[src/rtl/audio_pingpong_frame_ctrl.sv]
// audio_pingpong_frame_ctrl: ping-pong frame sequencer over one simple-dual-port RAM.
// An input sample stream fills one RAM bank while the other bank drains as framed output.
//
// Ports:
//   clk, rst            single clock, asynchronous active-high reset
//   s_data/s_valid      input sample stream; s_ready is combinational
//   m_data/m_valid      registered output frame stream with m_last on the final sample
//   m_ready             downstream accept
//   ram_wr_en/addr/data RAM write port, address = {wr_bank, wr_cnt}
//   ram_rd_addr/data    RAM read port, address = {rd_bank, rd_cnt}, data combinational
//   drop_cnt            saturating rejected-sample counter (only with FRAME_DROP_CNT_EN)
//
// Build option: define FRAME_DROP_CNT_EN to add the drop_cnt output and its counter.

module audio_pingpong_frame_ctrl #(
    parameter int ADDR_WIDTH = 10,
    parameter int DATA_WIDTH = 32,
    parameter int FRAME_LEN  = 512
) (
    input  logic                  clk,
    input  logic                  rst,
    input  logic [DATA_WIDTH-1:0] s_data,
    input  logic                  s_valid,
    output logic                  s_ready,
    output logic [DATA_WIDTH-1:0] m_data,
    output logic                  m_valid,
    output logic                  m_last,
    input  logic                  m_ready,
    output logic                  ram_wr_en,
    output logic [ADDR_WIDTH-1:0] ram_wr_addr,
    output logic [DATA_WIDTH-1:0] ram_wr_data,
    output logic [ADDR_WIDTH-1:0] ram_rd_addr,
    input  logic [DATA_WIDTH-1:0] ram_rd_data
`ifdef FRAME_DROP_CNT_EN
    ,
    output logic [15:0]           drop_cnt
`endif
);

    // Per-bank sample counter width; the MSB of the RAM address is the bank bit.
    localparam int CNT_W = ADDR_WIDTH - 1;
    localparam logic [CNT_W-1:0] CNT_LAST = CNT_W'(FRAME_LEN - 1);

    typedef enum logic {
        IDLE = 1'b0,
        READ = 1'b1
    } state_t;

    state_t state_q, state_d;

    // Write side state
    logic             wr_bank_q, wr_bank_d;
    logic [CNT_W-1:0] wr_cnt_q,  wr_cnt_d;
    logic             wr_fire;
    logic             wr_wrap;

    // Read side state
    logic             rd_bank_q, rd_bank_d;
    logic [CNT_W-1:0] rd_cnt_q,  rd_cnt_d;
    logic             rd_load;
    logic             rd_wrap;

    // One full flag per bank, shared by both sides
    logic [1:0]       bank_full_q, bank_full_d;

    // Output register stage
    logic [DATA_WIDTH-1:0] m_data_q,  m_data_d;
    logic                  m_valid_q, m_valid_d;
    logic                  m_last_q,  m_last_d;

    //------------------------------------------------------------------
    // Write side
    //------------------------------------------------------------------
    assign s_ready = !bank_full_q[wr_bank_q];

    always_comb begin
        wr_fire   = s_valid && s_ready;
        wr_wrap   = wr_fire && (wr_cnt_q == CNT_LAST);
        wr_cnt_d  = wr_cnt_q;
        wr_bank_d = wr_bank_q;
        if (wr_wrap) begin
            // Frame complete: hand the bank to the reader and
            // move on to the other bank.
            wr_cnt_d  = '0;
            wr_bank_d = !wr_bank_q;
        end else if (wr_fire) begin
            wr_cnt_d = wr_cnt_q + 1'b1;
        end
    end

    assign ram_wr_en   = wr_fire;
    assign ram_wr_addr = {wr_bank_q, wr_cnt_q};
    assign ram_wr_data = s_data;

    //------------------------------------------------------------------
    // Read FSM: state register
    //------------------------------------------------------------------
    always_ff @(posedge clk or posedge rst) begin
        if (rst) begin
            state_q <= IDLE;
        end else begin
            state_q <= state_d;
        end
    end

    //------------------------------------------------------------------
    // Read FSM: next state
    //------------------------------------------------------------------
    always_comb begin
        state_d = state_q;
        case (state_q)
            IDLE: begin
                if (bank_full_q[rd_bank_q]) begin
                    state_d = READ;
                end
            end
            READ: begin
                if (rd_wrap) begin
                    state_d = IDLE;
                end
            end
            default: state_d = IDLE;
        endcase
    end

    //------------------------------------------------------------------
    // Read FSM: outputs and read-side datapath
    //------------------------------------------------------------------
    always_comb begin
        rd_load   = 1'b0;
        rd_wrap   = 1'b0;
        rd_cnt_d  = rd_cnt_q;
        rd_bank_d = rd_bank_q;
        m_data_d  = m_data_q;
        m_valid_d = m_valid_q;
        m_last_d  = m_last_q;
        case (state_q)
            IDLE: begin
                if (bank_full_q[rd_bank_q]) begin
                    rd_cnt_d = '0;
                end
                // Let the last sample of the previous frame drain.
                if (m_ready) begin
                    m_valid_d = 1'b0;
                    m_last_d  = 1'b0;
                end
            end
            READ: begin
                // The RAM read is combinational, so the sample at
                // rd_cnt is available in the same cycle it is addressed.
                rd_load = !m_valid_q || m_ready;
                if (rd_load) begin
                    m_data_d  = ram_rd_data;
                    m_valid_d = 1'b1;
                    m_last_d  = (rd_cnt_q == CNT_LAST);
                    if (rd_cnt_q == CNT_LAST) begin
                        rd_wrap   = 1'b1;
                        rd_cnt_d  = '0;
                        rd_bank_d = !rd_bank_q;
                    end else begin
                        rd_cnt_d = rd_cnt_q + 1'b1;
                    end
                end
            end
            default: begin
                rd_load = 1'b0;
            end
        endcase
    end

    assign ram_rd_addr = {rd_bank_q, rd_cnt_q};

    //------------------------------------------------------------------
    // Bank ownership: set by writer, cleared by reader
    //------------------------------------------------------------------
    always_comb begin
        bank_full_d = bank_full_q;
        // Writer and reader never finish on the same bank in one
        // cycle, so both updates can be applied independently.
        if (wr_wrap) begin
            bank_full_d[wr_bank_q] = 1'b1;
        end
        if (rd_wrap) begin
            bank_full_d[rd_bank_q] = 1'b0;
        end
    end

    //------------------------------------------------------------------
    // Datapath registers
    //------------------------------------------------------------------
    always_ff @(posedge clk or posedge rst) begin
        if (rst) begin
            wr_bank_q   <= 1'b0;
            wr_cnt_q    <= '0;
            rd_bank_q   <= 1'b0;
            rd_cnt_q    <= '0;
            bank_full_q <= 2'b00;
            m_data_q    <= '0;
            m_valid_q   <= 1'b0;
            m_last_q    <= 1'b0;
        end else begin
            wr_bank_q   <= wr_bank_d;
            wr_cnt_q    <= wr_cnt_d;
            rd_bank_q   <= rd_bank_d;
            rd_cnt_q    <= rd_cnt_d;
            bank_full_q <= bank_full_d;
            m_data_q    <= m_data_d;
            m_valid_q   <= m_valid_d;
            m_last_q    <= m_last_d;
        end
    end

    assign m_data  = m_data_q;
    assign m_valid = m_valid_q;
    assign m_last  = m_last_q;

    //------------------------------------------------------------------
    // Rejected-sample counter
    //------------------------------------------------------------------
`ifdef FRAME_DROP_CNT_EN
    logic [15:0] drop_cnt_q, drop_cnt_d;

    always_comb begin
        drop_cnt_d = drop_cnt_q;
        if (s_valid && !s_ready && (drop_cnt_q != 16'hFFFF)) begin
            drop_cnt_d = drop_cnt_q + 16'd1;
        end
    end

    always_ff @(posedge clk or posedge rst) begin
        if (rst) begin
            drop_cnt_q <= 16'd0;
        end else begin
            drop_cnt_q <= drop_cnt_d;
        end
    end

    assign drop_cnt = drop_cnt_q;
`else
    // Without the counter, a sample offered while s_ready is low is
    // simply not accepted.
`endif

endmodule

[config.mk]
export PLATFORM = sky130hd
export DESIGN_NAME = audio_pingpong_frame_ctrl
export DESIGN_NICKNAME = d
export VERILOG_FILES = /design/src/rtl/audio_pingpong_frame_ctrl.sv
export SDC_FILE = /design/constraint.sdc
export NUM_CORES = 1
export LEC_CHECK = 0
export BUFFER_PORTS_ARGS = -buffer_cell sky130_fd_sc_hd__buf_2
export CAP_MARGIN = 20
export CORE_ASPECT_RATIO = 1.1
export CORE_MARGIN = 1.5
export CORE_UTILIZATION = 39
export CTS_BUF_LIST = sky130_fd_sc_hd__clkbuf_8
export DETAILED_ROUTE_END_ITERATION = 10
export PLACE_DENSITY = 0.73
export REMOVE_ABC_BUFFERS = 1
export SYNTH_ARGS = -nofsm -noshare
export SYNTH_HDL_FRONTEND = slang
export SYNTH_SLANG_ARGS = --single-unit
export TNS_END_PERCENT = 5
[constraint.sdc]
create_clock -name clk -period 3.5 [get_ports clk]
set_input_delay 0 -clock clk [delete_from_list [all_inputs] [get_ports clk]]
set_output_delay 0 -clock clk [all_outputs]
set_load 0.1 [all_outputs]
==> impl_results.md, run 1 <==
* Final hold vios at 0
* Reg2Reg Capture Point: rd_cnt_q[7]
* Comb pwr share at 0.205
* Io pins at 156
* Internal at 1.148 mW
* Final routed DRC violation total at 0
* CP max FO at 7
* Count leader, synth: dfrtp_1
* Element type at the critical path end: flip-flop
* Hold Path Class: in2out
* Share of layout cells above drive strength 1 at 0.4315
* Setup Viol. Count Final at 0
* Via count at 2120
* Antenna violations before repair at 0
* Switching power at 555.2 µW
* Total chip power at 1.704 mW
* Worst-Margin Slew at 0.7123 ns
* Unique cell type count in the Yosys netlist at 32
* Net Sw Frac at 0.3259
* Most crowded layer after global routing: met2
* Core area at 0.006633 mm²
* Hold path start: s_data[2]
* IO buf count at 91
* Post-DR wirelength/cell at 16.90 µm
* Layout fillers at 557
* Worst Skew at 0.01248 ns
* Worst R2R Path Depth at 9
* Final min period at 2.266 ns
* Post-synth ARST share at 1.000
* Reg2reg setup slack at 1.23 ns
* H-tree depth at 3
* Leak at 1.898 nW
* Final antenna-violating net count at 0
* Cts bufs inserted at 9
* Sequential share of the synthesized area at 0.5283
* Leading post-synthesis cells by cell area: dfrtp_1 53%, mux2_2 14%, buf_4 9.7%
* Final Slew Violations at 0
* Remaining global-route overflow at 0
* CP bufs+invs at 0
* Initial Util at 0.4071
* Top FF cell, synth: dfrtp_1
* Clock-pin slew on the worst setup and hold paths at 0.06 ns
* Yosys Warn Count at 0
* Synthesized area per cell at 11.59 µm²
* Largest net degree at the start of global routing at 34
* WP data arrival at 2.54 ns
* Yosys top cell area share at 0.5283
* Worst r2r src: rd_cnt_q[0]
* Crit-path cells: ha_1 -> and3_1 -> nand3_1 -> nor2_1 -> ha_1 -> and2b_4 -> nand2_2 -> or4_1 -> nand3_1
* Worst path slowest cell: or4_1
* Pwr Density at 483.5 mW/mm²
* Kind of cell adding the most delay to the critical path: simple AND/OR/NAND/NOR gates
* RSZ-0062 raised after global routing: no
* Final GP Congestion at 0.8515
* Die area at 0.007432 mm²
* Non-filler cells, final at 418
* Post-DP HPWL at 4815 µm
* Post-synth EDFFs at 0
* Setup crit start: rd_cnt_q[0]
* Met2 Use GR at 0.2636
* Dpl cells at 368
* Synth Register Bits at 57
* First-pass GRT wire length at 10430 µm
* Largest area contributor in the netlist: dfrtp_1
* Vias in the first global route at 2093
* Ant diodes at 0
* Status: finished, final reports clean
* Die Ht at 90.27 µm
* # rows at 31
* Worst-Skew Late Latency at 0.33 ns
* Startpoint Class: flip-flop
* Fmax at 0.4413 GHz
* Clock Power Share at 0.366
* Longest Clk Path Bufs at 2
* Period utilization at 0.6475
* Detailed Route WL at 7065 µm
* Clk sinks at 57
* Met3 GRT Util at 0.1364
* Drt initial violations at 82
* TritonCTS clock tree: done
* Crit path required time at 3.77 ns
* Worst vdd ir at 0.4308 mV
* Max transition margin at 0.5116
* Max_cap viols at 0
* Total GRT Usage at 0.1931
* Synthesized area at 0.002700 mm²
* Root Buffer: clkbuf_8
* Drt first pass iters at 4
* Synth top cells by count: 57 x dfrtp_1, 35 x buf_4, 33 x mux2_2
* Chip width at 82.34 µm
* Worst Setup Path Type: reg2reg
* Area growth syn-to-layout at 30.49%
* Sequential power share at 0.429
* Synth Instances at 233
* CP peak stage delay at 0.50 ns
* NumNets Final at 403
* Critical Path Stages at 9
* Vias per cell at 5.072
* Post_cts resized at 0
* Met1 Use GR at 0.2251
* Worst Setup EP: rd_cnt_q[7]
## worst register-to-register path, stage by stage (launching register included)
cell	delay, ns
dfrtp_1	0.42
ha_1	0.25
and3_1	0.17
nand3_1	0.10
nor2_1	0.06
ha_1	0.21
and2b_4	0.31
nand2_2	0.10
or4_1	0.50
nand3_1	0.09
## cell type report
class / instances / area, µm² / area share
timing repair buffer: 127 / 810.8 / 0.2301
multi-input combinational: 133 / 964.7 / 0.2738
clock buffer: 12 / 165.2 / 0.04687
sequential: 57 / 1426 / 0.4048
clock inverter: 4 / 42.54 / 0.01207
inverter: 3 / 11.26 / 0.003196
tap: 82 / 102.6 / 0.02912
## cell families after synthesis
logic type | Yosys count | synth area share
muxes | 35 | 0.1450
AOI/OAI and AO/OA | 36 | 0.07924
xor gates and xnor gates | 2 | 0.006489
buffers and inverters | 43 | 0.1145
adders and majority gates | 4 | 0.01854
DFF | 57 | 0.5283
and+or+nand+nor | 56 | 0.1080
## worst min path at each step
stage	endpoint	slack, ns	depth (start not counted)
2_1_floorplan	ram_wr_data[0]	0	0
3_3_place_gp	ram_wr_data[11]	0.0007	0
3_5_place_dp	ram_wr_data[11]	0.0007	0
4_1_cts	ram_wr_data[11]	0.0007	0
5_1_grt	ram_wr_data[11]	0.0006	0
6_report	ram_wr_data[2]	0.0007	0
## flip-flops by register name, summed over array words and instances (netlist names)
register,flops
bank_full_q,2
m_data,32
m_last,1
m_valid,1
rd_bank_q,1
rd_cnt_q,9
state_q,1
wr_bank_q,1
wr_cnt_q,9
## metal layers
| metal | share of wire | vias up |
|---|---|---|
| met4 | 0.017 | 0 |
| met1 | 0.42 | 1018 |
| li1 | - | 972 |
| met5 | 0 | - |
| met3 | 0.14 | 11 |
| met2 | 0.42 | 119 |
## power groups by stage
stage               combinational, mW  sequential, mW  clock, mW
floorplan                      0.0590           0.930          0
global placement                0.317           0.739          0
detailed placement              0.320           0.740          0
CTS                             0.349           0.729      0.645
global route                    0.368           0.735      0.678
finish                          0.349           0.731      0.624
## timing repair
item                      in CTS  in global routing
hold buffers                  34                  0
setup buffers                  0                  0
hold endpoints to repair      59                  0
## through the flow
step,setup slack [ns],hold WS [ns],setup TNS [ns],instance area (µm²),util
4_1_cts,1.238,0.0007389,0,3523,0.5312
6_report,1.234,0.0007196,0,3523,0.5312
3_3_place_gp,1.300,0.0007389,0,2975,0.4486
5_1_grt,1.082,0.0005673,0,3523,0.5312
3_5_place_dp,1.252,0.0007389,0,2975,0.4486
2_1_floorplan,-1.136,0,-9.414,2402,-
## layout by cell type, fill, tap and decap left out, drive strengths merged, types with 4 or more instances in the layout
| cell | n |
|---|---|
| nand2b | 7 |
| o21ai | 19 |
| nand3 | 11 |
| and3 | 4 |
| clkbuf | 12 |
| a31oi | 5 |
| nor2 | 7 |
| buf | 93 |
| inv | 5 |
| ha | 4 |
| o31ai | 7 |
| nand2 | 18 |
| mux2 | 33 |
| dfrtp | 57 |
| dlygate4sd3 | 34 |
No activity file was read; power rests on OpenSTA's default activity.
==> inputs of run 2 (changes only) <==
==> constraint.sdc (replaced) <==
create_clock -name clk -period 2.2 [get_ports clk]
set_input_delay 0 -clock clk [delete_from_list [all_inputs] [get_ports clk]]
set_output_delay 0 -clock clk [all_outputs]
set_load 0.1 [all_outputs]
==> run 2 against run 1 <==
  * Register-to-register slack got worse by 1.0 ns
  * Clock skew down 0.0039 ns
  * Worst setup slack worse by 1.0 ns
  * Count of clock-buffer cells in the layout decreased by 3
  * Highest routed layer unchanged
  * First-iteration DRC count shrank 32%
  * Fmax grew 13%
  * Critical path depth stayed put
  * Flip-flop and latch count did not move
  * Utilization increased by 0.79 points
  * Sequential power grew 59%
  * Power up 48%
==> impl_results.md, run 2 (synthesis results as in run 1) <==
* Antenna violations before repair at 0 (unchanged)
* CP peak stage delay at 0.41 ns (was 0.50 ns)
* Longest Clk Path Bufs at 2 (unchanged)
* Internal at 1.620 mW (was 1.148 mW)
* Crit path required time at 2.47 ns (was 3.77 ns)
* Area growth syn-to-layout at 32.44% (was 30.49%)
* First-pass GRT wire length at 10580 µm (was 10430 µm)
* WP data arrival at 2.28 ns (was 2.54 ns)
* Hold Path Class: in2out (unchanged)
* Net Sw Frac at 0.3592 (was 0.3259)
* Clock Power Share at 0.320 (was 0.366)
* Clk sinks at 57 (unchanged)
* Worst path slowest cell: or4_1 (unchanged)
* Ant diodes at 0 (unchanged)
* Worst r2r src: rd_cnt_q[0] (unchanged)
* Final Slew Violations at 0 (unchanged)
* Sequential power share at 0.459 (was 0.429)
* Drt initial violations at 56 (was 82)
* Io pins at 156 (unchanged)
* Vias per cell at 4.979 (was 5.072)
* Vias in the first global route at 2057 (was 2093)
* H-tree depth at 3 (unchanged)
* Worst vdd ir at 0.6489 mV (was 0.4308 mV)
* Max transition margin at 0.6059 (was 0.5116)
* Commonest non-fill, non-tap cell in the layout: buf_2 (unchanged)
* Comb pwr share at 0.221 (was 0.205)
* Post-DP HPWL at 4651 µm (was 4815 µm)
* Post-DR wirelength/cell at 16.84 µm (was 16.90 µm)
* Via count at 2126 (was 2120)
* Drt first pass iters at 4 (unchanged)
* Fmax at 0.4970 GHz (was 0.4413 GHz)
* NumNets Final at 412 (was 403)
* Setup crit start: rd_cnt_q[0] (unchanged)
* Initial Util at 0.4071 (unchanged)
* Die Ht at 90.27 µm (unchanged)
* Pwr Density at 706.8 mW/mm² (was 483.5 mW/mm²)
* Clock-pin slew on the worst setup and hold paths at 0.07 ns (was 0.06 ns)
* Final GP Congestion at 0.8041 (was 0.8515)
* Element type at the critical path end: flip-flop (unchanged)
* Total chip power at 2.528 mW (was 1.704 mW)
* Remaining global-route overflow at 0 (unchanged)
* TritonCTS clock tree: done (unchanged)
* Root Buffer: clkbuf_8 (unchanged)
* Worst-Margin Slew at 0.5903 ns (was 0.7123 ns)
* Hold WS at 0.0008865 ns (was 0.0007196 ns)
* Startpoint Class: flip-flop (unchanged)
* Largest net degree at the start of global routing at 33 (was 34)
* Worst Skew at 0.008595 ns (was 0.01248 ns)
* Most used cell, CP: ha_1
* Cts bufs inserted at 9 (unchanged)
* Worst Setup Path Type: reg2reg (unchanged)
* Leak at 1.923 nW (was 1.898 nW)
* Final routed DRC violation total at 0 (unchanged)
* # rows at 31 (unchanged)
* Max FFs per register at 32 (unchanged)
* Status: finished, final reports clean (unchanged)
* Die area at 0.007432 mm² (unchanged)
* Core area at 0.006633 mm² (unchanged)
* CP max FO at 5 (was 7)
* Most frequent cells in the layout: 91 x buf_2, 57 x dfrtp_1, 34 x dlygate4sd3_1 (unchanged)
* Final min period at 2.012 ns (was 2.266 ns)
* Detailed Route WL at 7189 µm (was 7065 µm)
* Max_cap viols at 0 (unchanged)
* Hold path start: s_data[9] (was s_data[2])
* Total GRT Usage at 0.1945 (was 0.1931)
* Period utilization at 0.9146 (was 0.6475)
* Worst-Skew Late Latency at 0.33 ns (about the same)
* IO buf count at 91 (unchanged)
* Switching power at 907.9 µW (was 555.2 µW)
* Crit-path cells: ha_1 -> and3_1 -> nand3_2 -> nor2_1 -> ha_1 -> and2b_4 -> nand2_2 -> or4_1 -> nand3_1 (was ha_1 -> and3_1 -> nand3_1 -> nor2_1 -> ha_1 -> and2b_4 -> nand2_2 -> or4_1 -> nand3_1)
* RSZ-0062 raised after global routing: no (unchanged)
* Setup Viol. Count Final at 0 (unchanged)
* Final antenna-violating net count at 0 (unchanged)
* Final hold vios at 0 (unchanged)
* Share of layout cells above drive strength 1 at 0.4522 (was 0.4315)
* Chip width at 82.34 µm (unchanged)
run 2: changes by cell type in the layout (fill, tap and decap cells not counted), sizes merged:
cell      delta
buf          +9
inv          -1
clkbuf       -3
clkinvlp     +2
clkinv       +3
bufinv       -1
run 2: what timing repair did:
action                     in CTS  in global routing
setup endpoints to repair       0                  1
resized for setup               0                  1
hold endpoints to repair       58                  0
setup buffers                   0                  3
hold buffers                   34                  0
run 2: worst max-delay path: cells and delay by family, from the launching register on:
family	cells	cell delay [ns]
adder cells (fa/ha/maj)	2	0.39
flip-flops	1	0.40
AND/OR/NAND/NOR	7	1.15
run 2: worst paths after layout:
check,slack [ns],depth (start not counted),to
worst max-delay path,0.19,9,rd_cnt_q[7]
max in group asynchronous,1.34,4,m_data[27]
worst min register to register,0.51,1,m_data[26]
worst min-delay path,0.0009,0,ram_wr_data[9]
min in group asynchronous,0.28,3,rd_cnt_q[7]
worst max register to register,0.19,9,rd_cnt_q[7]
run 2: final cells by class:
class	instances	area, µm²
Clock buffer	9	123.9
Fill cell	568	3057
Sequential cell	57	1426
Tap cell	82	102.6
Timing Repair Buffer	136	903.4
Inverter	3	11.26
Multi-Input combinational cell	133	969.7
Clock inverter	7	38.79
run 2: power by group through the flow:
stage | logic (mW) | registers, mW | clock network (mW)
final | 0.559 | 1.16 | 0.808
after global routing | 0.589 | 1.17 | 0.889
after CTS | 0.560 | 1.16 | 0.835
after detailed placement | 0.513 | 1.18 | 0
after global placement | 0.509 | 1.18 | 0
after floorplan | 0.0939 | 1.48 | 0
run 2: metrics by stage:
stage                     instances  TNS (ns)  worst slack, ns    util  instance area (µm²)
after global routing            427         0          0.07184  0.5391                 3576
after detailed placement        374         0          0.05520  0.4592                 3045
after global placement          374         0           0.1270  0.4592                 3045
after CTS                       424         0          0.03413  0.5350                 3548
after floorplan                 193    -34.32           -2.436       -                 2402
final                           427         0           0.1878  0.5391                 3576
run 2: routing by layer:
metal | routed length (µm) | vias up | GRT usage
li1 | - | 998 | -
met1 | 2997 | 997 | 0.2357
met2 | 3053 | 123 | 0.2676
met3 | 1057 | 8 | 0.1354
met4 | 82 | 0 | 0.06356
met5 | 0 | - | 0.03846
==> inputs of run 3 (changes only) <==
--- a/config.mk
+++ b/config.mk
@@ -13,6 +13,7 @@
 export CTS_BUF_LIST = sky130_fd_sc_hd__clkbuf_8
 export DETAILED_ROUTE_END_ITERATION = 10
 export PLACE_DENSITY = 0.73
+export RECOVER_POWER = 25
 export REMOVE_ABC_BUFFERS = 1
 export SYNTH_ARGS = -nofsm -noshare
 export SYNTH_HDL_FRONTEND = slang
==> run 3 against run 2 <==
  * Clock power barely moved
  * Via count rose by 0.14%
  * Sequential power barely moved
  * Routed wire length barely moved
  * Largest power group unchanged
  * Combinational power barely moved
  * Utilization did not move
  * Fmax barely moved
  * Count of clock-buffer cells in the layout did not move
  * First-iteration DRC count fell by 11%
  * Power barely moved
  * Worst setup slack barely moved
==> impl_results.md, run 3 (synthesis results as in run 1) <==
* Status: finished, final reports clean (unchanged)
* Worst Skew at 0.008745 ns (was 0.008595 ns)
* Final Cell Area at 0.003576 mm² (unchanged)
* Max FFs per register at 32 (unchanged)
* First-pass GRT wire length at 10580 µm (unchanged)
* Post-place setup slack at 0.05520 ns (unchanged)
* Chip width at 82.34 µm (unchanged)
* Final routed DRC violation total at 0 (unchanged)
* Commonest non-fill, non-tap cell in the layout: buf_2 (unchanged)
* Via count at 2129 (was 2126)
* Area growth syn-to-layout at 32.44% (unchanged)
* Root Buffer: clkbuf_8 (unchanged)
* Initial Util at 0.4071 (unchanged)
* Share of layout cells above drive strength 1 at 0.4493 (was 0.4522)
* Clock Power Share at 0.320 (about the same)
* TritonCTS clock tree: done (unchanged)
* Vias in the first global route at 2057 (unchanged)
* RSZ-0062 raised after global routing: no (unchanged)
* Die area at 0.007432 mm² (unchanged)
* Hold Crit Endpoint: ram_wr_data[2] (was ram_wr_data[9])
* WP data arrival at 2.28 ns (about the same)
* Worst Hold Path Cells at 0 (unchanged)
* Clk sinks at 57 (unchanged)
* Final hold vios at 0 (unchanged)
* Pwr Density at 707.0 mW/mm² (was 706.8 mW/mm²)
* Element type at the critical path end: flip-flop (unchanged)
* H-tree depth at 3 (unchanged)
* Drt first pass iters at 4 (unchanged)
* Startpoint Class: flip-flop (unchanged)
* Longest Clk Path Bufs at 2 (unchanged)
* Core area at 0.006633 mm² (unchanged)
* Final min period at 2.012 ns (about the same)
* Hold Path Class: in2out (unchanged)
* Most frequent cells in the layout: 91 x buf_2, 57 x dfrtp_1, 34 x dlygate4sd3_1 (unchanged)
* Reg2Reg Capture Point: rd_cnt_q[7] (unchanged)
* Hold path start: s_data[2] (was s_data[9])
* NumNets Final at 412 (unchanged)
* Worst-Margin Slew at 1.066 ns (was 0.5903 ns)
* Largest net degree at the start of global routing at 33 (unchanged)
* Detailed Route WL at 7196 µm (was 7189 µm)
* Dpl cells at 374 (unchanged)
* Sequential power share at 0.459 (about the same)
* IO buf count at 91 (unchanged)
* Io pins at 156 (unchanged)
* Period utilization at 0.9146 (about the same)
* Vias per cell at 4.986 (was 4.979)
* Layout fillers at 568 (unchanged)
* Worst Setup Path Type: reg2reg (unchanged)
* Die Ht at 90.27 µm (unchanged)
* Worst R2R Path Depth at 9 (unchanged)
* Non-filler cells, final at 427 (unchanged)
* Internal at 1.620 mW (about the same)
* Remaining global-route overflow at 0 (unchanged)
* CP max FO at 5 (unchanged)
* Cell Area, Placed at 0.003045 mm² (unchanged)
* Drt initial violations at 50 (was 56)
* Final GP Congestion at 0.8041 (unchanged)
* Final Core Density at 0.5391 (unchanged)
* TNS Setup at 0 ns (unchanged)
* Setup Viol. Count Final at 0 (unchanged)
* Net Sw Frac at 0.3593 (was 0.3592)
* Total chip power at 2.528 mW (about the same)
* Fmax at 0.4970 GHz (about the same)
* Post-DP HPWL at 4651 µm (unchanged)
* Switching power at 908.4 µW (was 907.9 µW)
* Max transition margin at 0.2888 (was 0.6059)
* Cts bufs inserted at 9 (unchanged)
* Comb pwr share at 0.221 (about the same)
* Worst r2r src: rd_cnt_q[0] (unchanged)
* Worst-Skew Late Latency at 0.33 ns (about the same)
* Post-DR wirelength/cell at 16.85 µm (was 16.84 µm)
* Final Slew Violations at 0 (unchanged)
* Hold WS at 0.0008330 ns (was 0.0008865 ns)
* Crit path required time at 2.47 ns (about the same)
* Final worst-path setup slack at 0.1878 ns (about the same)
* Total GRT Usage at 0.1945 (unchanged)
* Max_cap viols at 0 (unchanged)
* Final antenna-violating net count at 0 (unchanged)
* Reg2reg setup slack at 0.19 ns (about the same)
* Ant diodes at 0 (unchanged)
* Leak at 1.924 nW (was 1.923 nW)
* Antenna violations before repair at 0 (unchanged)
* # rows at 31 (unchanged)
* Clock-pin slew on the worst setup and hold paths at 0.07 ns (about the same)
* Worst vdd ir at 0.6489 mV (about the same)
==> run 3: changes by cell type in the layout (fill, tap and decap cells not counted) <==
cell	before	now
inv_1	3	4
inv_2	1	0
==> run 3: worst max-delay path by stage <==
stage	cells past startpoint	slack (ns)	startpoint	end
2_1_floorplan	5	-2.44	wr_bank_q	wr_cnt_q[3]
3_3_place_gp	9	0.13	rd_cnt_q[0]	rd_cnt_q[7]
3_5_place_dp	9	0.06	rd_cnt_q[0]	rd_cnt_q[7]
4_1_cts	9	0.03	rd_cnt_q[0]	rd_cnt_q[7]
5_1_grt	9	0.07	rd_cnt_q[0]	rd_cnt_q[7]
6_report	9	0.19	rd_cnt_q[0]	rd_cnt_q[7]
==> run 3: final cells by class <==
cell class | count | area [µm²] | area share
clock inverters | 7 | 38.79 | 0.01085
clock buffers | 9 | 123.9 | 0.03464
well taps | 82 | 102.6 | 0.02869
inverters | 3 | 11.26 | 0.003149
flip-flops and latches | 57 | 1426 | 0.3989
multi-input cells | 133 | 969.7 | 0.2712
repair buffers | 136 | 903.4 | 0.2526
==> run 3: per-layer routing <==
| layer | vias up | share of wire | track usage |
|---|---|---|---|
| met5 | - | 0 | 0.03846 |
| met4 | 0 | 0.011 | 0.06356 |
| met3 | 8 | 0.14 | 0.1354 |
| met2 | 125 | 0.42 | 0.2676 |
| met1 | 998 | 0.42 | 0.2357 |
| li1 | 998 | - | - |
==> run 3: power groups by stage <==
stage | sequential, mW | combinational, mW | clock [mW]
4_1_cts | 1.16 | 0.560 | 0.835
6_report | 1.16 | 0.559 | 0.808
3_5_place_dp | 1.18 | 0.513 | 0
3_3_place_gp | 1.18 | 0.509 | 0
2_1_floorplan | 1.48 | 0.0939 | 0
5_1_grt | 1.17 | 0.588 | 0.889
==> run 3: worst max-delay path, cell delays in order (launching register included) <==
cell     delay [ns]
dfrtp_1        0.40
ha_1           0.21
and3_1         0.17
nand3_2        0.09
nor2_1         0.06
ha_1           0.18
and2b_4        0.25
nand2_2        0.08
or4_1          0.41
nand3_1        0.09
==> run 3: repair_timing <==
item                                   CTS  global route
hold buffers                            34             0
setup buffers                            0             3
endpoints found under the hold margin   58             0
setup endpoints to repair                0             1
gates resized for setup                  0             1
